===== src/rtl/dma_pkg.sv =====
// Shared defaults and FSM state encoding for the DMA block reader.
// Every file that needs the widths or the state type imports this package.
package dma_pkg;

   localparam int DMA_ADDR_WIDTH = 16;
   localparam int DMA_DATA_WIDTH = 16;
   localparam int DMA_KERNEL_DIM = 5;
   localparam int DMA_BLOCK_SIZE = DMA_KERNEL_DIM * DMA_KERNEL_DIM;

   typedef enum logic [2:0] {
      IDLE       = 3'd0,
      READ       = 3'd1,
      READ_DRAIN = 3'd2,
      HOLD       = 3'd3,
      WRITE      = 3'd4,
      DONE       = 3'd5
   } dma_state_e;

   // Counter width for a range of n values; never returns zero.
   function automatic int dma_cnt_width(input int n);
      return (n > 1) ? $clog2(n) : 1;
   endfunction

endpackage


===== src/rtl/dma_block_reader_if.sv =====
// Command, block and memory-port bundle of the DMA block reader.
// The master modport is the reader itself; the slave modport is its environment.
interface dma_block_reader_if #(
   parameter int ADDR_WIDTH = dma_pkg::DMA_ADDR_WIDTH,
   parameter int DATA_WIDTH = dma_pkg::DMA_DATA_WIDTH,
   parameter int BLOCK_SIZE = dma_pkg::DMA_BLOCK_SIZE
);

   logic                             start;
   logic                             cmd_rw;
   logic [ADDR_WIDTH-1:0]            base_address;
   logic [ADDR_WIDTH-1:0]            row_pitch;
   logic [BLOCK_SIZE*DATA_WIDTH-1:0] block_in;
   logic                             cmd_ready;
   logic [BLOCK_SIZE*DATA_WIDTH-1:0] block_out;
   logic                             block_valid;
   logic                             block_ready;
   logic                             write_done;
   logic                             mem_enable;
   logic                             mem_rw;
   logic [ADDR_WIDTH-1:0]            mem_address;
   logic [DATA_WIDTH-1:0]            mem_wdata;
   logic [DATA_WIDTH-1:0]            mem_rdata;

   modport master (
      input  start, cmd_rw, base_address, row_pitch, block_in, block_ready, mem_rdata,
      output cmd_ready, block_out, block_valid, write_done,
             mem_enable, mem_rw, mem_address, mem_wdata
   );

   modport slave (
      output start, cmd_rw, base_address, row_pitch, block_in, block_ready, mem_rdata,
      input  cmd_ready, block_out, block_valid, write_done,
             mem_enable, mem_rw, mem_address, mem_wdata
   );

endinterface


===== src/rtl/dma_addr_gen.sv =====
// Walks a KERNEL_DIM x KERNEL_DIM block in row-major order and produces word addresses.
// Row starts come from an accumulator stepped by row_pitch, so no multiplier is needed.
module dma_addr_gen
   import dma_pkg::*;
#(
   parameter int ADDR_WIDTH = DMA_ADDR_WIDTH,
   parameter int KERNEL_DIM = DMA_KERNEL_DIM
) (
   input  logic                  clk,
   input  logic                  rst,
   input  logic                  load,
   input  logic                  step,
   input  logic [ADDR_WIDTH-1:0] base_address,
   input  logic [ADDR_WIDTH-1:0] row_pitch,
   output logic [ADDR_WIDTH-1:0] address,
   output logic                  last
);

   localparam int                  CW      = dma_cnt_width(KERNEL_DIM);
   localparam logic [CW-1:0]       IDX_MAX = CW'(KERNEL_DIM - 1);
   localparam logic [CW-1:0]       CNT_ONE = CW'(1);
   localparam logic [ADDR_WIDTH-1:0] ADDR_ONE = ADDR_WIDTH'(1);

   logic [CW-1:0]         row_r;
   logic [CW-1:0]         col_r;
   logic [ADDR_WIDTH-1:0] row_base_r;
   logic [ADDR_WIDTH-1:0] pitch_r;
   logic [ADDR_WIDTH-1:0] addr_r;

   // Counter and accumulator update; the final step parks everything at zero so
   // the address bus idles low once the block has been walked.
   always_ff @(posedge clk or posedge rst) begin
      if (rst) begin
         row_r      <= '0;
         col_r      <= '0;
         row_base_r <= '0;
         pitch_r    <= '0;
         addr_r     <= '0;
      end else if (load) begin
         row_r      <= '0;
         col_r      <= '0;
         row_base_r <= base_address;
         pitch_r    <= row_pitch;
         addr_r     <= base_address;
      end else if (step) begin
         if (col_r == IDX_MAX) begin
            if (row_r == IDX_MAX) begin
               row_r      <= '0;
               col_r      <= '0;
               row_base_r <= '0;
               pitch_r    <= '0;
               addr_r     <= '0;
            end else begin
               row_r      <= row_r + CNT_ONE;
               col_r      <= '0;
               row_base_r <= row_base_r + pitch_r;
               addr_r     <= row_base_r + pitch_r;
            end
         end else begin
            col_r  <= col_r + CNT_ONE;
            addr_r <= addr_r + ADDR_ONE;
         end
      end else begin
         addr_r <= addr_r;
      end
   end

   assign address = addr_r;
   assign last    = (row_r == IDX_MAX) && (col_r == IDX_MAX);

endmodule


===== src/rtl/dma_block_reader.sv =====
// Moves one KERNEL_DIM x KERNEL_DIM block of signed words between memory and a
// wide parallel port, fetching (cmd_rw=1) or storing (cmd_rw=0) one word per cycle.
module dma_block_reader
   import dma_pkg::*;
#(
   parameter int ADDR_WIDTH = DMA_ADDR_WIDTH,
   parameter int DATA_WIDTH = DMA_DATA_WIDTH,
   parameter int KERNEL_DIM = DMA_KERNEL_DIM
) (
   input logic                clk,
   input logic                rst,
   dma_block_reader_if.master bus
);

   localparam int BLOCK_SIZE = KERNEL_DIM * KERNEL_DIM;
   localparam int BLOCK_BITS = BLOCK_SIZE * DATA_WIDTH;

   dma_state_e            state_r;
   dma_state_e            state_s;
   logic                  gen_load_s;
   logic                  gen_step_s;
   logic                  gen_last_s;
   logic [ADDR_WIDTH-1:0] gen_addr_s;

   logic                  cmd_ready_r;
   logic                  mem_enable_r;
   logic                  mem_rw_r;
   logic                  block_valid_r;
   logic                  write_done_r;
   logic                  rd_pend_r;
   logic [DATA_WIDTH-1:0] mem_wdata_r;
   logic [BLOCK_BITS-1:0] block_out_r;
   logic [BLOCK_BITS-1:0] store_lat_r;

   dma_addr_gen #(
      .ADDR_WIDTH (ADDR_WIDTH),
      .KERNEL_DIM (KERNEL_DIM)
   ) u_addr_gen (
      .clk          (clk),
      .rst          (rst),
      .load         (gen_load_s),
      .step         (gen_step_s),
      .base_address (bus.base_address),
      .row_pitch    (bus.row_pitch),
      .address      (gen_addr_s),
      .last         (gen_last_s)
   );

   // Next-state decode and address-generator control.
   always_comb begin
      state_s    = state_r;
      gen_load_s = 1'b0;
      gen_step_s = 1'b0;
      case (state_r)
         IDLE: begin
            if (bus.start) begin
               gen_load_s = 1'b1;
               if (bus.cmd_rw) begin
                  state_s = READ;
               end else begin
                  state_s = WRITE;
               end
            end else begin
               state_s = IDLE;
            end
         end
         READ: begin
            gen_step_s = 1'b1;
            if (gen_last_s) begin
               state_s = READ_DRAIN;
            end else begin
               state_s = READ;
            end
         end
         READ_DRAIN: begin
            state_s = HOLD;
         end
         HOLD: begin
            if (bus.block_ready) begin
               state_s = IDLE;
            end else begin
               state_s = HOLD;
            end
         end
         WRITE: begin
            gen_step_s = 1'b1;
            if (gen_last_s) begin
               state_s = DONE;
            end else begin
               state_s = WRITE;
            end
         end
         DONE: begin
            state_s = IDLE;
         end
         default: begin
            state_s = IDLE;
         end
      endcase
   end

   // State register; status and strobe outputs are registered from the next state
   // so they line up with the cycle the state is actually in.
   always_ff @(posedge clk or posedge rst) begin
      if (rst) begin
         state_r       <= IDLE;
         cmd_ready_r   <= 1'b1;
         mem_enable_r  <= 1'b0;
         mem_rw_r      <= 1'b0;
         block_valid_r <= 1'b0;
         write_done_r  <= 1'b0;
      end else begin
         state_r       <= state_s;
         cmd_ready_r   <= (state_s == IDLE);
         mem_enable_r  <= (state_s == READ) || (state_s == WRITE);
         mem_rw_r      <= (state_s == READ);
         block_valid_r <= (state_s == HOLD);
         write_done_r  <= (state_s == DONE);
      end
   end

   // Datapath: read words shift in from the top so that after a full block element 0
   // sits at the bottom; store words shift out of a private copy of block_in.
   always_ff @(posedge clk or posedge rst) begin
      if (rst) begin
         rd_pend_r   <= 1'b0;
         block_out_r <= '0;
         store_lat_r <= '0;
         mem_wdata_r <= '0;
      end else begin
         rd_pend_r <= mem_enable_r & mem_rw_r;
         if (rd_pend_r) begin
            block_out_r <= {bus.mem_rdata, block_out_r[BLOCK_BITS-1:DATA_WIDTH]};
         end else begin
            block_out_r <= block_out_r;
         end
         if (gen_load_s && !bus.cmd_rw) begin
            mem_wdata_r <= bus.block_in[DATA_WIDTH-1:0];
            store_lat_r <= bus.block_in >> DATA_WIDTH;
         end else if (gen_step_s && (state_s == WRITE)) begin
            mem_wdata_r <= store_lat_r[DATA_WIDTH-1:0];
            store_lat_r <= store_lat_r >> DATA_WIDTH;
         end else begin
            mem_wdata_r <= '0;
         end
      end
   end

   assign bus.cmd_ready   = cmd_ready_r;
   assign bus.block_out   = block_out_r;
   assign bus.block_valid = block_valid_r;
   assign bus.write_done  = write_done_r;
   assign bus.mem_enable  = mem_enable_r;
   assign bus.mem_rw      = mem_rw_r;
   assign bus.mem_address = gen_addr_s;
   assign bus.mem_wdata   = mem_wdata_r;

endmodule


===== src/flat_wrapper.sv =====
// flat-port wrapper written by rule: the top's interface ports become plain ports
module dma_block_reader_flat import dma_pkg::*;
#(
   parameter int ADDR_WIDTH = DMA_ADDR_WIDTH,
   parameter int DATA_WIDTH = DMA_DATA_WIDTH,
   parameter int KERNEL_DIM = DMA_KERNEL_DIM
)
  (clk, rst, bus_start, bus_cmd_rw, bus_base_address, bus_row_pitch, bus_block_in, bus_block_ready, bus_mem_rdata, bus_cmd_ready, bus_block_out, bus_block_valid, bus_write_done, bus_mem_enable, bus_mem_rw, bus_mem_address, bus_mem_wdata);
  dma_block_reader_if #(.ADDR_WIDTH(ADDR_WIDTH), .DATA_WIDTH(DATA_WIDTH)) bus_i ();
  input logic clk;
  input logic rst;
  input wire logic [$bits(bus_i.start)-1:0] bus_start;
  input wire logic [$bits(bus_i.cmd_rw)-1:0] bus_cmd_rw;
  input wire logic [$bits(bus_i.base_address)-1:0] bus_base_address;
  input wire logic [$bits(bus_i.row_pitch)-1:0] bus_row_pitch;
  input wire logic [$bits(bus_i.block_in)-1:0] bus_block_in;
  input wire logic [$bits(bus_i.block_ready)-1:0] bus_block_ready;
  input wire logic [$bits(bus_i.mem_rdata)-1:0] bus_mem_rdata;
  output wire logic [$bits(bus_i.cmd_ready)-1:0] bus_cmd_ready;
  output wire logic [$bits(bus_i.block_out)-1:0] bus_block_out;
  output wire logic [$bits(bus_i.block_valid)-1:0] bus_block_valid;
  output wire logic [$bits(bus_i.write_done)-1:0] bus_write_done;
  output wire logic [$bits(bus_i.mem_enable)-1:0] bus_mem_enable;
  output wire logic [$bits(bus_i.mem_rw)-1:0] bus_mem_rw;
  output wire logic [$bits(bus_i.mem_address)-1:0] bus_mem_address;
  output wire logic [$bits(bus_i.mem_wdata)-1:0] bus_mem_wdata;
  assign bus_i.start = bus_start;
  assign bus_i.cmd_rw = bus_cmd_rw;
  assign bus_i.base_address = bus_base_address;
  assign bus_i.row_pitch = bus_row_pitch;
  assign bus_i.block_in = bus_block_in;
  assign bus_i.block_ready = bus_block_ready;
  assign bus_i.mem_rdata = bus_mem_rdata;
  assign bus_cmd_ready = bus_i.cmd_ready;
  assign bus_block_out = bus_i.block_out;
  assign bus_block_valid = bus_i.block_valid;
  assign bus_write_done = bus_i.write_done;
  assign bus_mem_enable = bus_i.mem_enable;
  assign bus_mem_rw = bus_i.mem_rw;
  assign bus_mem_address = bus_i.mem_address;
  assign bus_mem_wdata = bus_i.mem_wdata;
  dma_block_reader #(.ADDR_WIDTH(ADDR_WIDTH), .DATA_WIDTH(DATA_WIDTH), .KERNEL_DIM(KERNEL_DIM)) u_core (.clk(clk), .rst(rst), .bus(bus_i));
endmodule

===== config.mk =====
export PLATFORM = sky130hd
export DESIGN_NAME = dma_block_reader_flat
export DESIGN_NICKNAME = d
export VERILOG_FILES = /design/src/rtl/dma_pkg.sv /design/src/rtl/dma_block_reader_if.sv /design/src/rtl/dma_addr_gen.sv /design/src/rtl/dma_block_reader.sv /design/src/flat_wrapper.sv
export SDC_FILE = /design/constraint.sdc
export NUM_CORES = 2
export LEC_CHECK = 0
export ABC_AREA = 1
export CAP_MARGIN = 20
export CORE_AREA = 5 5 343 345
export CTS_BUF_LIST = sky130_fd_sc_hd__clkbuf_8
export CTS_CLUSTER_SIZE = 40
export DETAILED_ROUTE_END_ITERATION = 7
export DIE_AREA = 0 0 348 350
export GPL_TIMING_DRIVEN = 0
export PLACE_DENSITY = 0.58
export SLEW_MARGIN = 20
export SYNTH_ARGS = -nofsm -noshare
export SYNTH_HDL_FRONTEND = slang
export SYNTH_SLANG_ARGS = --single-unit

===== constraint.sdc =====
create_clock -name clk -period 48.2 [get_ports clk]
set_clock_uncertainty 0.1 [all_clocks]
set_input_delay 9.64 -clock clk [delete_from_list [all_inputs] [get_ports clk]]
set_output_delay 9.64 -clock clk [all_outputs]
set_load 0.02 [all_outputs]

==> flow_summary.toml <==
[power_and_ir_drop]
p_per_area_mw_per_mm2 = 72.11
p_leak_nw = 23.26
vdd_drop_max_uv = 23.62
finalPower_mw = 3.604

[critical_path]
cp_slowest_cell = "clkdlybuf4s50_1"
criticalPathCategory = "flip-flop to output port"
crit_required_ns = 38.46
critPathCaptureType = "output port"
cp.arrival_ns = 2.06
rrSetupSlack_ns = 45.13
worstPathCellList = "clkdlybuf4s50_1"
cp_max_fo = 3
critPathTopFamily = "buffers and inverters"
cpPeakStageDelay_ns = 0.89
cp-start-kind = "flip-flop"
crit_buf_inv = 1

[drt]
dr.pass1.iters = 8
drt-total-wl_um = 156200
via_count = 32800
wl_per_cell_um = 22.91
drt-initial-drc-count = 2424
viasPerCell = 4.810
drtAntennaViolNets = 0
drc = 0

[sta]
final_max_slew_viol_count = 0
slew_headroom_pct = 39.00
timing.final.crit_share_pct = 24.47
rsz0062_at_grt = "no"
period_minus_slack_ns = 11.80
setup_slack_ns = 36.40
setup-tns-final_ns = 0
worstMarginPinSlew_ns = 0.9150
fmax_mhz = 84.78
setup_violations = 0
finalHoldViolCount = 0

[place]
dp_hpwl_um = 126800
io_buffers = 889
place.gp.congestion = 0.9425
placed_cells = 6517
place_ws_ns = 35.81

[cells_and_area]
stdcell_count = 6819
syn2layout_area_growth_pct = 39.73
utilization_pct = 43.88
n_fill_cell = 11390
fin_nets = 5634
drive_gt1_share_pct = 7.257

[grt]
antenna_found_initial = 47
grtUsageTotal_pct = 24.89
grt_pass1_vias = 33670
grt_first_pass_wirelength_um = 224700
overflow = 0
grt_start_max_net_pins = 103

[floorplanning]
die_h_um = 350
row_count = 124
ios = 890
core_area_mm2 = 0.1139
initial_utilization_pct = 31.41
dieArea_mm2 = 0.1218
dieWidth_um = 348

[synth]
synth_xor_area_share_pct = 0.1469
syn_area_mm2 = 0.03577
yosys_most_used_dff = "dfrtp_1"
synthArstFlopShare_pct = 100.0
synth_cell_types = 42
ys_seq_elements = 863
synth_area_leaders = "dfrtp_1 (60%), nand2_1 (16%), nand3_1 (5.8%)"
synthCells = 4106
ys_warn_count = 0
synth_compound_area_share_pct = 7.416
yosysTopAreaCell = "dfrtp_1"
synth-edff-count = 0
syn-num-nets = 4580
synth_top_family_by_area = "simple AND/OR/NAND/NOR gates"
synth_top_cell_area_share_pct = 60.31
yosys.area_share.simple_pct = 24.73
avgSynthCellArea_um2 = 8.711
ys_seq_area_share_pct = 60.38
yosysMostFrequentCell = "nand2_1"
synth_fa_ha_area_share_pct = 0.7556
yosys-mux-area-fraction_pct = 0.5038
synth_common_cells = "nand2_1 (1502), dfrtp_1 (862), nand3_1 (412)"

[status]
status = "finished clean"

[clock_network]
clockBufferDepth = 3
cts_inserted_buffers = 153
clock_latency_ns = 0.81
cts_sinks = 863
clkSlewWorstSetupHoldPaths_ns = 0.06
cts_tree = "done"
cts-resized-gates = 0
htreeDepth = 4
post_cts_buffers = 0
root_buffer = "clkbuf_8"
ctsHoldBuffers = 0

[run]
maxCapViolCount = 0

[hold_path]
hp-class = "flip-flop to flip-flop"
==> placed cells by master, fill, tap and decap left out, drive strengths merged, types with 2 or more instances in the layout <==
| cell type | instances |
|---|---|
| bufinv | 2 |
| dfrtp | 862 |
| nor3 | 9 |
| o21a | 3 |
| nand3 | 414 |
| o21ai | 212 |
| xor2 | 5 |
| or2 | 2 |
| clkdlybuf4s50 | 889 |
| o22ai | 2 |
| nor2 | 247 |
| a31oi | 4 |
| clkinv | 25 |
| clkinvlp | 6 |
| diode | 29 |
| and2 | 3 |
| nand3b | 5 |
| ha | 20 |
| a22o | 31 |
| nand4 | 7 |
| a21oi | 237 |
| clkbuf | 297 |
| inv | 335 |
| nand2 | 1503 |
| a22oi | 5 |
| buf | 129 |
| mux2 | 16 |
==> sequential cells by signal, summed over array words and instances, names as in the netlist <==
register and cells:
u_core.bus.block_out 400, u_core.store_lat_r 384, u_core.bus.block_valid 1, u_core.u_addr_gen.row_r 3
u_core.bus.mem_wdata 16, u_core.u_addr_gen.row_base_r 16, u_core.bus.cmd_ready 1, u_core.state_r 3
u_core.bus.mem_rw 1, u_core.bus.mem_enable 1, u_core.bus.write_done 1, u_core.rd_pend_r 1
u_core.u_addr_gen.col_r 3, u_core.u_addr_gen.address 16, u_core.u_addr_gen.pitch_r 16
==> kinds of logic (layout without fill, tap and decap cells) <==
family	Yosys count	after routing
simple gates	2191	2191
flops	863	863
buf+inv	511	1683
compound gates	498	498
fa+ha+maj	21	21
mux	16	16
xor+xnor	6	6
other cells	0	29
==> per-layer routing <==
layer | track usage (%) | part of all wire, %
met5 | 0 | 0.10
met4 | 11.36 | 4.5
met3 | 6.518 | 7.3
met2 | 44.09 | 51
met1 | 28.21 | 37
==> area by class of cell <==
| cell class | count | area, um^2 | share of cell area, % |
|---|---|---|---|
| Antenna cell | 29 | 72.57 | 0.1452 |
| Clock inverter | 86 | 490.5 | 0.9814 |
| Multi-Input combinational cell | 2732 | 12000 | 24.01 |
| Buffer | 229 | 1109 | 2.218 |
| Clock buffer | 187 | 2574 | 5.150 |
| Tap cell | 1512 | 1892 | 3.785 |
| Sequential cell | 863 | 21600 | 43.22 |
| Timing Repair Buffer | 899 | 9174 | 18.36 |
| Inverter | 282 | 1066 | 2.133 |
==> stage by stage <==
step                cell area [um^2]  hold WS (ns)
finish                         49980        0.3776
global route                   49950        0.3831
CTS                            49900        0.3734
detailed placement             46840        0.3669
global placement               46560        0.3625
floorplan                      35770        0.3364
==> power by group <==
part	switching (mW)	total, mW	internal (mW)
registers	0.269	1.33	1.06
logic	0.965	1.59	0.626
clock network	0.321	0.685	0.364
==> worst paths after layout <==
check	start	endpoint	cells after the start
worst max register to register	u_core.rd_pend_r	u_core.bus.block_out[256]	6
worst max-delay path	u_core.bus.block_out[192]	bus_block_out[192]	1
min in group asynchronous	rst	u_core.u_addr_gen.pitch_r[11]	2
max in group asynchronous	rst	u_core.store_lat_r[201]	6
worst min register to register	u_core.store_lat_r[140]	u_core.store_lat_r[124]	2
worst min-delay path	u_core.store_lat_r[140]	u_core.store_lat_r[124]	2
Power figures use the tool's default switching activity.
